==> src/rtl/opcode_scheduler.sv <==
// Two-requester round-robin front end for a shared single-cycle opcode datapath.
// Define OPCODE_FILTER_EN to answer opcodes 4'b1001..4'b1110 with ERR_DATA instead of issuing them.
module opcode_scheduler #(
  parameter logic [3:0] NOP_OPCODE = 4'b0010,
  parameter logic [7:0] ERR_DATA   = 8'hEE
) (
  input  logic       clk,
  input  logic       rst,
  input  logic [1:0] req_valid,
  input  logic [3:0] req_opcode0,
  input  logic [7:0] req_data0,
  input  logic [3:0] req_opcode1,
  input  logic [7:0] req_data1,
  output logic [1:0] req_ready,
  output logic [3:0] proc_opcode,
  output logic [7:0] proc_data,
  input  logic [7:0] proc_result,
  output logic       resp_valid,
  output logic       resp_id,
  output logic [7:0] resp_data,
  output logic       resp_err,
  input  logic       resp_ready,
  output logic       busy
);

  localparam logic [3:0] LOAD_OPCODE = 4'b0001;

  typedef enum logic [1:0] {
    S_IDLE,
    S_ISSUE,
    S_CAPTURE,
    S_RESP
  } state_t;

  state_t      state_q, state_d;
  logic        last_q, last_d;
  logic [3:0]  lat_op_q, lat_op_d;
  logic [7:0]  lat_data_q, lat_data_d;
  logic        lat_id_q, lat_id_d;
  logic [3:0]  proc_opcode_q, proc_opcode_d;
  logic [7:0]  proc_data_q, proc_data_d;
  logic        resp_valid_q, resp_valid_d;
  logic        resp_id_q, resp_id_d;
  logic [7:0]  resp_data_q, resp_data_d;
  logic        resp_err_q, resp_err_d;

  logic        gnt_vld;
  logic        gnt_id;
  logic [3:0]  sel_op;
  logic [7:0]  sel_data;
  logic        sel_reject;

  // Round-robin: on a tie the requester that was not served last wins.
  always_comb begin
    gnt_vld = 1'b0;
    gnt_id  = 1'b0;
    if (state_q == S_IDLE) begin
      case (req_valid)
        2'b01:   begin gnt_vld = 1'b1; gnt_id = 1'b0;    end
        2'b10:   begin gnt_vld = 1'b1; gnt_id = 1'b1;    end
        2'b11:   begin gnt_vld = 1'b1; gnt_id = ~last_q; end
        default: begin gnt_vld = 1'b0; gnt_id = 1'b0;    end
      endcase
    end
  end

  assign req_ready = {gnt_vld & gnt_id, gnt_vld & ~gnt_id};
  assign sel_op    = gnt_id ? req_opcode1 : req_opcode0;
  assign sel_data  = gnt_id ? req_data1   : req_data0;

`ifdef OPCODE_FILTER_EN
  assign sel_reject = (sel_op >= 4'b1001) && (sel_op <= 4'b1110);
`else
  assign sel_reject = 1'b0;
`endif

  always_comb begin
    state_d       = state_q;
    last_d        = last_q;
    lat_op_d      = lat_op_q;
    lat_data_d    = lat_data_q;
    lat_id_d      = lat_id_q;
    proc_opcode_d = proc_opcode_q;
    proc_data_d   = proc_data_q;
    resp_valid_d  = resp_valid_q;
    resp_id_d     = resp_id_q;
    resp_data_d   = resp_data_q;
    resp_err_d    = resp_err_q;
    case (state_q)
      S_IDLE: begin
        if (gnt_vld) begin
          lat_op_d   = sel_op;
          lat_data_d = sel_data;
          lat_id_d   = gnt_id;
          last_d     = gnt_id;
          if (sel_reject) begin
            // Rejected opcodes never touch the datapath; answer straight away.
            resp_valid_d = 1'b1;
            resp_id_d    = gnt_id;
            resp_data_d  = ERR_DATA;
            resp_err_d   = 1'b1;
            state_d      = S_RESP;
          end else begin
            proc_opcode_d = sel_op;
            proc_data_d   = sel_data;
            state_d       = S_ISSUE;
          end
        end
      end
      S_ISSUE: begin
        proc_opcode_d = NOP_OPCODE;
        proc_data_d   = '0;
        state_d       = S_CAPTURE;
      end
      S_CAPTURE: begin
        // LOAD leaves the datapath result untouched, so echo the loaded value.
        resp_valid_d = 1'b1;
        resp_id_d    = lat_id_q;
        resp_data_d  = (lat_op_q == LOAD_OPCODE) ? lat_data_q : proc_result;
        resp_err_d   = 1'b0;
        state_d      = S_RESP;
      end
      S_RESP: begin
        if (resp_ready) begin
          resp_valid_d = 1'b0;
          state_d      = S_IDLE;
        end
      end
      default: state_d = S_IDLE;
    endcase
  end

  always_ff @(posedge clk or posedge rst) begin
    if (rst) begin
      state_q       <= S_IDLE;
      last_q        <= 1'b1;
      lat_op_q      <= NOP_OPCODE;
      lat_data_q    <= '0;
      lat_id_q      <= 1'b0;
      proc_opcode_q <= NOP_OPCODE;
      proc_data_q   <= '0;
      resp_valid_q  <= 1'b0;
      resp_id_q     <= 1'b0;
      resp_data_q   <= '0;
      resp_err_q    <= 1'b0;
    end else begin
      state_q       <= state_d;
      last_q        <= last_d;
      lat_op_q      <= lat_op_d;
      lat_data_q    <= lat_data_d;
      lat_id_q      <= lat_id_d;
      proc_opcode_q <= proc_opcode_d;
      proc_data_q   <= proc_data_d;
      resp_valid_q  <= resp_valid_d;
      resp_id_q     <= resp_id_d;
      resp_data_q   <= resp_data_d;
      resp_err_q    <= resp_err_d;
    end
  end

  assign proc_opcode = proc_opcode_q;
  assign proc_data   = proc_data_q;
  assign resp_valid  = resp_valid_q;
  assign resp_id     = resp_id_q;
  assign resp_data   = resp_data_q;
  assign resp_err    = resp_err_q;
  assign busy        = (state_q != S_IDLE);

endmodule
==> config.mk <==
export PLATFORM = sky130hd
export DESIGN_NAME = opcode_scheduler
export DESIGN_NICKNAME = d
export VERILOG_FILES = /design/src/rtl/opcode_scheduler.sv
export SDC_FILE = /design/constraint.sdc
export NUM_CORES = 1
export LEC_CHECK = 0
export BUFFER_PORTS_ARGS = -buffer_cell sky130_fd_sc_hd__buf_2
export CAP_MARGIN = 15
export CORE_MARGIN = 2
export CORE_UTILIZATION = 30
export DETAILED_ROUTE_END_ITERATION = 10
export PLACE_DENSITY_LB_ADDON = 0.25
export SYNTH_ARGS = -nofsm -noshare
export SYNTH_HDL_FRONTEND = slang
export SYNTH_SLANG_ARGS = --single-unit
export TNS_END_PERCENT = 100
==> constraint.sdc <==
create_clock -name clk -period 1.7 [get_ports clk]
set_clock_uncertainty 0.1 [all_clocks]
set_input_delay 0.085 -clock clk [delete_from_list [all_inputs] [get_ports clk]]
set_output_delay 0.085 -clock clk [all_outputs]
set_load 0.01 [all_outputs]
After elaboration in Yosys (flattened, before gate mapping)
Cells that the tools add are included.
- memory bits (writable): 0
- output and inout bits: 26
- bits in read-only memories: 0
- input bits: 37
- register bits after elaboration: 38
- memories: 0
- latch bits: 0
- word-level logic and storage cells: 48
- div/mod/pow operators: 0
- equality and inequality tests: 9
- mux-type cells: 16
- reduce and logical (&&, ||, !) cells: 9
- shifts and indexed selects: 0
- add/sub/neg operators: 0
- multiply operators: 0
- order comparisons: 0
- bitwise operators: 4
- operators with widths (operator ; number):
    two-way mux 8 bit ; 3
    one-hot mux 8 bit (2 select lines) ; 1
    == test 2 bit, second input constant ; 4
    two-way mux 4 bit ; 2
    one-hot mux 2 bit (4 select lines) ; 1
    one-hot mux 4 bit (2 select lines) ; 1
    AND reduction 2 bit ; 4
    nonzero test 2 bit ; 3
    == test 2 x 1 -> 1 bit, second input constant ; 2
    == test 4 x 1 -> 1 bit, second input constant ; 1
    two-way mux 1 bit ; 4
    two-way mux 2 bit ; 2
    inequality test 2 bit, second input constant ; 2
    one-hot mux 1 bit (2 select lines) ; 2
    OR reduction 3 bit ; 1
    bitwise AND 1 bit ; 2
    logical NOT 2 bit ; 1
    NOT 1 bit ; 2

Logic depth before layout (Yosys ltp)
- depth after elaboration: 6
- mapped depth: 6
- depth with buffers taken out: 5

Worst setup path after synthesis
No wires, ideal clock.
- kind: reg-to-reg
- start point: reg state_q[0]
- end point: reg state_q[1]
- arrival time: 1537 ps
- buffers on the path: 0
- setup slack: -62 ps
- library setup time: 125 ps
- cell stages (with the launch flop): 6
- clock period less this slack: 1762 ps
- required time: 1475 ps
- cell sequence: dfrtp_1 > inv_1 > ha_1 > or3b_4 > o21a_1 > mux2_4
- longest elaborated chain between the ends: 4
- elaborated cells on any way between the ends: 9
- those cells by class: eq/ne: 5; mux: 2; reduce/logical: 2
- ends and longest elaborated chain (what ; RTL line ; RTL):
    start, declared ; 35 ; state_t state_q, state_d;
    start signal, assigned ; 147 ; state_q <= state_d;
    logical NOT 2 bit ; 57, 89 ;
    two-way mux 1 bit ; 57 ; if (state_q == S_IDLE) begin
    inequality test 2 bit (no source line) ; -- ;
    AND reduction 2 bit (no source line) ; -- ;
Several ways; a longest one is shown, not always the timed one.
A chain may end at the register's enable or synchronous reset.

Final worst setup path
- start point: reg state_q[1]
- end point: reg state_q[1]
The elaborated chain is that of the path after synthesis.

==> flow_summary.yaml <==
critical_path:
  crit_arrival_ns: 1.75
  r2r_setup_slack_ns: 0.04
  crit_family: "flip-flops"
  cp_num_cells: 5
  reg2reg_to: "state_q[1]$_DFFE_PP0P_"
  slowest_delay_ns: 0.39
  end_kind: "flop"
  cp_slowest_cell: "dfrtp_1"
  r2r_cells: 5
  crit_buf_inv: 1
  crit_path_cell_trace: "inv_2 > ha_4 > or3b_4 > o21a_1 > mux2_4"
  worstSetupPathType: "reg2reg"
  regToRegStartpoint: "state_q[1]$_DFFE_PP0P_"
  crit_required_ns: 1.78
  start_kind: "flop"
  path_max_fanout: 5
drt:
  vias_per_cell: 4.828
  initialDrtViolationCount: 54
  drt_first_pass_iters: 4
  drc: 0
  num_vias: 1656
  routed_wl_mm: 5.134
  ant_nets: 0
  avgRoutedWirePerCell_um: 14.97
timing:
  fin_crit_ns: 1.662
  rsz0062_at_grt: "yes"
  hold_violations: 3
  fmax_ghz: 0.6016
  final_max_slew_viol_count: 0
  holdWs_ns: -0.006279
  post-route-period-util_pct: 97.78
  setup_viol: 0
run:
  max_cap_viol_count: 0
synthesis:
  ys_ff_latch: 38
  synth.distinct_cells: 27
  ys_seq_area_share_pct: 53.13
  avgSynthCellArea_um2: 11.67
  synth_nets: 196
  syn_inst: 154
  yosysWarnings: 0
  syn_area_um2: 1797
clock_network:
  clk_path_buf_depth: 2
  clk_latency_ns: 0.30
  cts_made_buffers: 5
  cts_tree: "built"
  clock-sinks: 38
  htreeDepth: 2
  clk_pin_slew_ns: 0.07
  clockRootBuffer: "clkbuf_8"
grt:
  grt_usage_pct: 15.89
  grt.overflow.total: 0
  grt_pass1_vias: 1574
  grt_max_degree: 39
  antenna_found_initial: 0
  grt_pass1_wl_mm: 7.797
final_layout:
  nFillCells: 553
  fin_cells: 343
  multiInputGateArea_um2: 793.3
  layout_commonest_cell: "buf_2"
  layout_common_cells: "buf_2, dfrtp_1, dlygate4sd3_1"
  seq_area_um2: 954.7
  final_nets: 309
  area_delta_synth_final_pct: 54.81
  fin_util_pct: 47.54
  drive_gt1_share_pct: 41.42
  antenna_cells: 0
  stdcell_area_um2: 2781
power_and_ir_drop:
  power_density_nw_per_um2: 1640
  p_leak_nw: 1.351
  ir_drop_mv: 0.5143
  power.total_mw: 4.561
placed_design:
  hpwl_mm: 3.515
  placedCellCount: 298
  io_buffers: 61
  post_dp_cell_area_um2: 2307
  place_congestion: 0.7745
worst_hold_path:
  worstHoldEndpoint: "resp_data[5]$_DFFE_PP0P_"
  worstHoldStart: "proc_result[5]"
  hp-class: "in2reg"
  worstHoldPathCells: 3
run_status:
  failed_checks: "hold timing"
  status: "finished, violations left"
floorplan:
  die_h_um: 81.39
  start_util_pct: 30.71
  core_area_um2: 5851
  dieArea_um2: 6624
  die_w_um: 81.39
  rows: 28
  top_level_ports: 63
[worst max path at each step]
stage,from,end,slack (ns)
2_1_floorplan,state_q[0]$_DFFE_PP0P_,state_q[1]$_DFFE_PP0P_,0.02
3_3_place_gp,state_q[0]$_DFFE_PP0P_,proc_opcode[0]$_DFFE_PP0P_,0.05
3_5_place_dp,state_q[0]$_DFFE_PP0P_,proc_data[3]$_DFFE_PP0P_,0.03
4_1_cts,state_q[0]$_DFFE_PP0P_,req_ready[0],-0.005
5_1_grt,state_q[1]$_DFFE_PP0P_,state_q[1]$_DFFE_PP0P_,-0.02
6_report,state_q[1]$_DFFE_PP0P_,state_q[1]$_DFFE_PP0P_,0.04
[timing repair]
action	4_1_cts	5_1_grt
endpoints found under the hold margin	64	0
pin swaps	0	0
hold buffers	30	0
resized for setup	0	16
setup endpoints to repair	2	15
setup buffers	3	4
[cells by family (layout without fill, tap and decap cells)]
family,count (synthesis),after routing,synth area share [%]
buf+inv,20,134,5.223
mux,11,11,6.476
compound gates,54,54,23.89
simple gates,25,25,7.591
other cells,1,1,0.2087
flops,38,38,53.13
fa+ha+maj,5,5,3.482
[metrics by stage]
| stage | setup TNS [ns] | worst slack (ns) |
|---|---|---|
| after floorplan | 0 | 0.02194 |
| after global placement | 0 | 0.05022 |
| after detailed placement | 0 | 0.03410 |
| after CTS | -0.009238 | -0.004674 |
| after global routing | -0.03055 | -0.02279 |
| final | 0 | 0.03770 |
[layout make-up]
class,instances,share of cell area [%]
clock inverters,1,0.1799
multi-input cells,96,28.52
clock buffers,7,3.104
repair buffers,117,29.28
inverters,9,1.215
well taps,75,3.374
flip-flops and latches,38,34.32
[registers in the layout, summed over array words and instances (netlist names)]
signal and count:
proc_opcode 4, state_q 2, resp_id 1, lat_op_q 4
lat_data_q 8, proc_data 8, resp_valid 1, resp_data 8
lat_id_q 1, last_q 1
[power breakdown]
part / internal [mW] / switching (mW)
registers: 1.38 / 0.237
logic: 1.20 / 1.08
clock network: 0.328 / 0.333
total: 2.91 / 1.65
[cell usage after synthesis (all sizes together)]
master  instances  area, um2
dfrtp          35      875.8
o21ai           1      5.000
a221o          22      220.2
a21o            2      15.01
inv             9      33.78
nand2           2      7.510
dfstp           3      78.83
a21boi         11      82.58
or3b            1      11.26
a211oi          2      15.01
buf             8      48.80
a222oi          1      10.01
nor2            9      33.78
mux2i           9      90.09
o21a            1      7.510
mux2            2      26.27
conb            1      3.750
or2             1      6.260
nor4b           1      8.760
a21oi          13      65.06
a221oi          1      8.760
ha              5      62.56
and2           11      68.82
clkbuf          3      11.26
[layer usage]
layer,track usage [%],part of all wire (%),up-vias
met5,0,0,-
met1,22.49,48,803
met2,23.28,45,48
met4,6.271,1.6,0
met3,3.778,5.0,5
li1,-,-,800
[worst min-delay path, cell delays in order]
cell and delay (ns):
buf_2 0.08, mux2i_1 0.05, a21oi_1 0.13
Power figures use the tool's default switching activity.
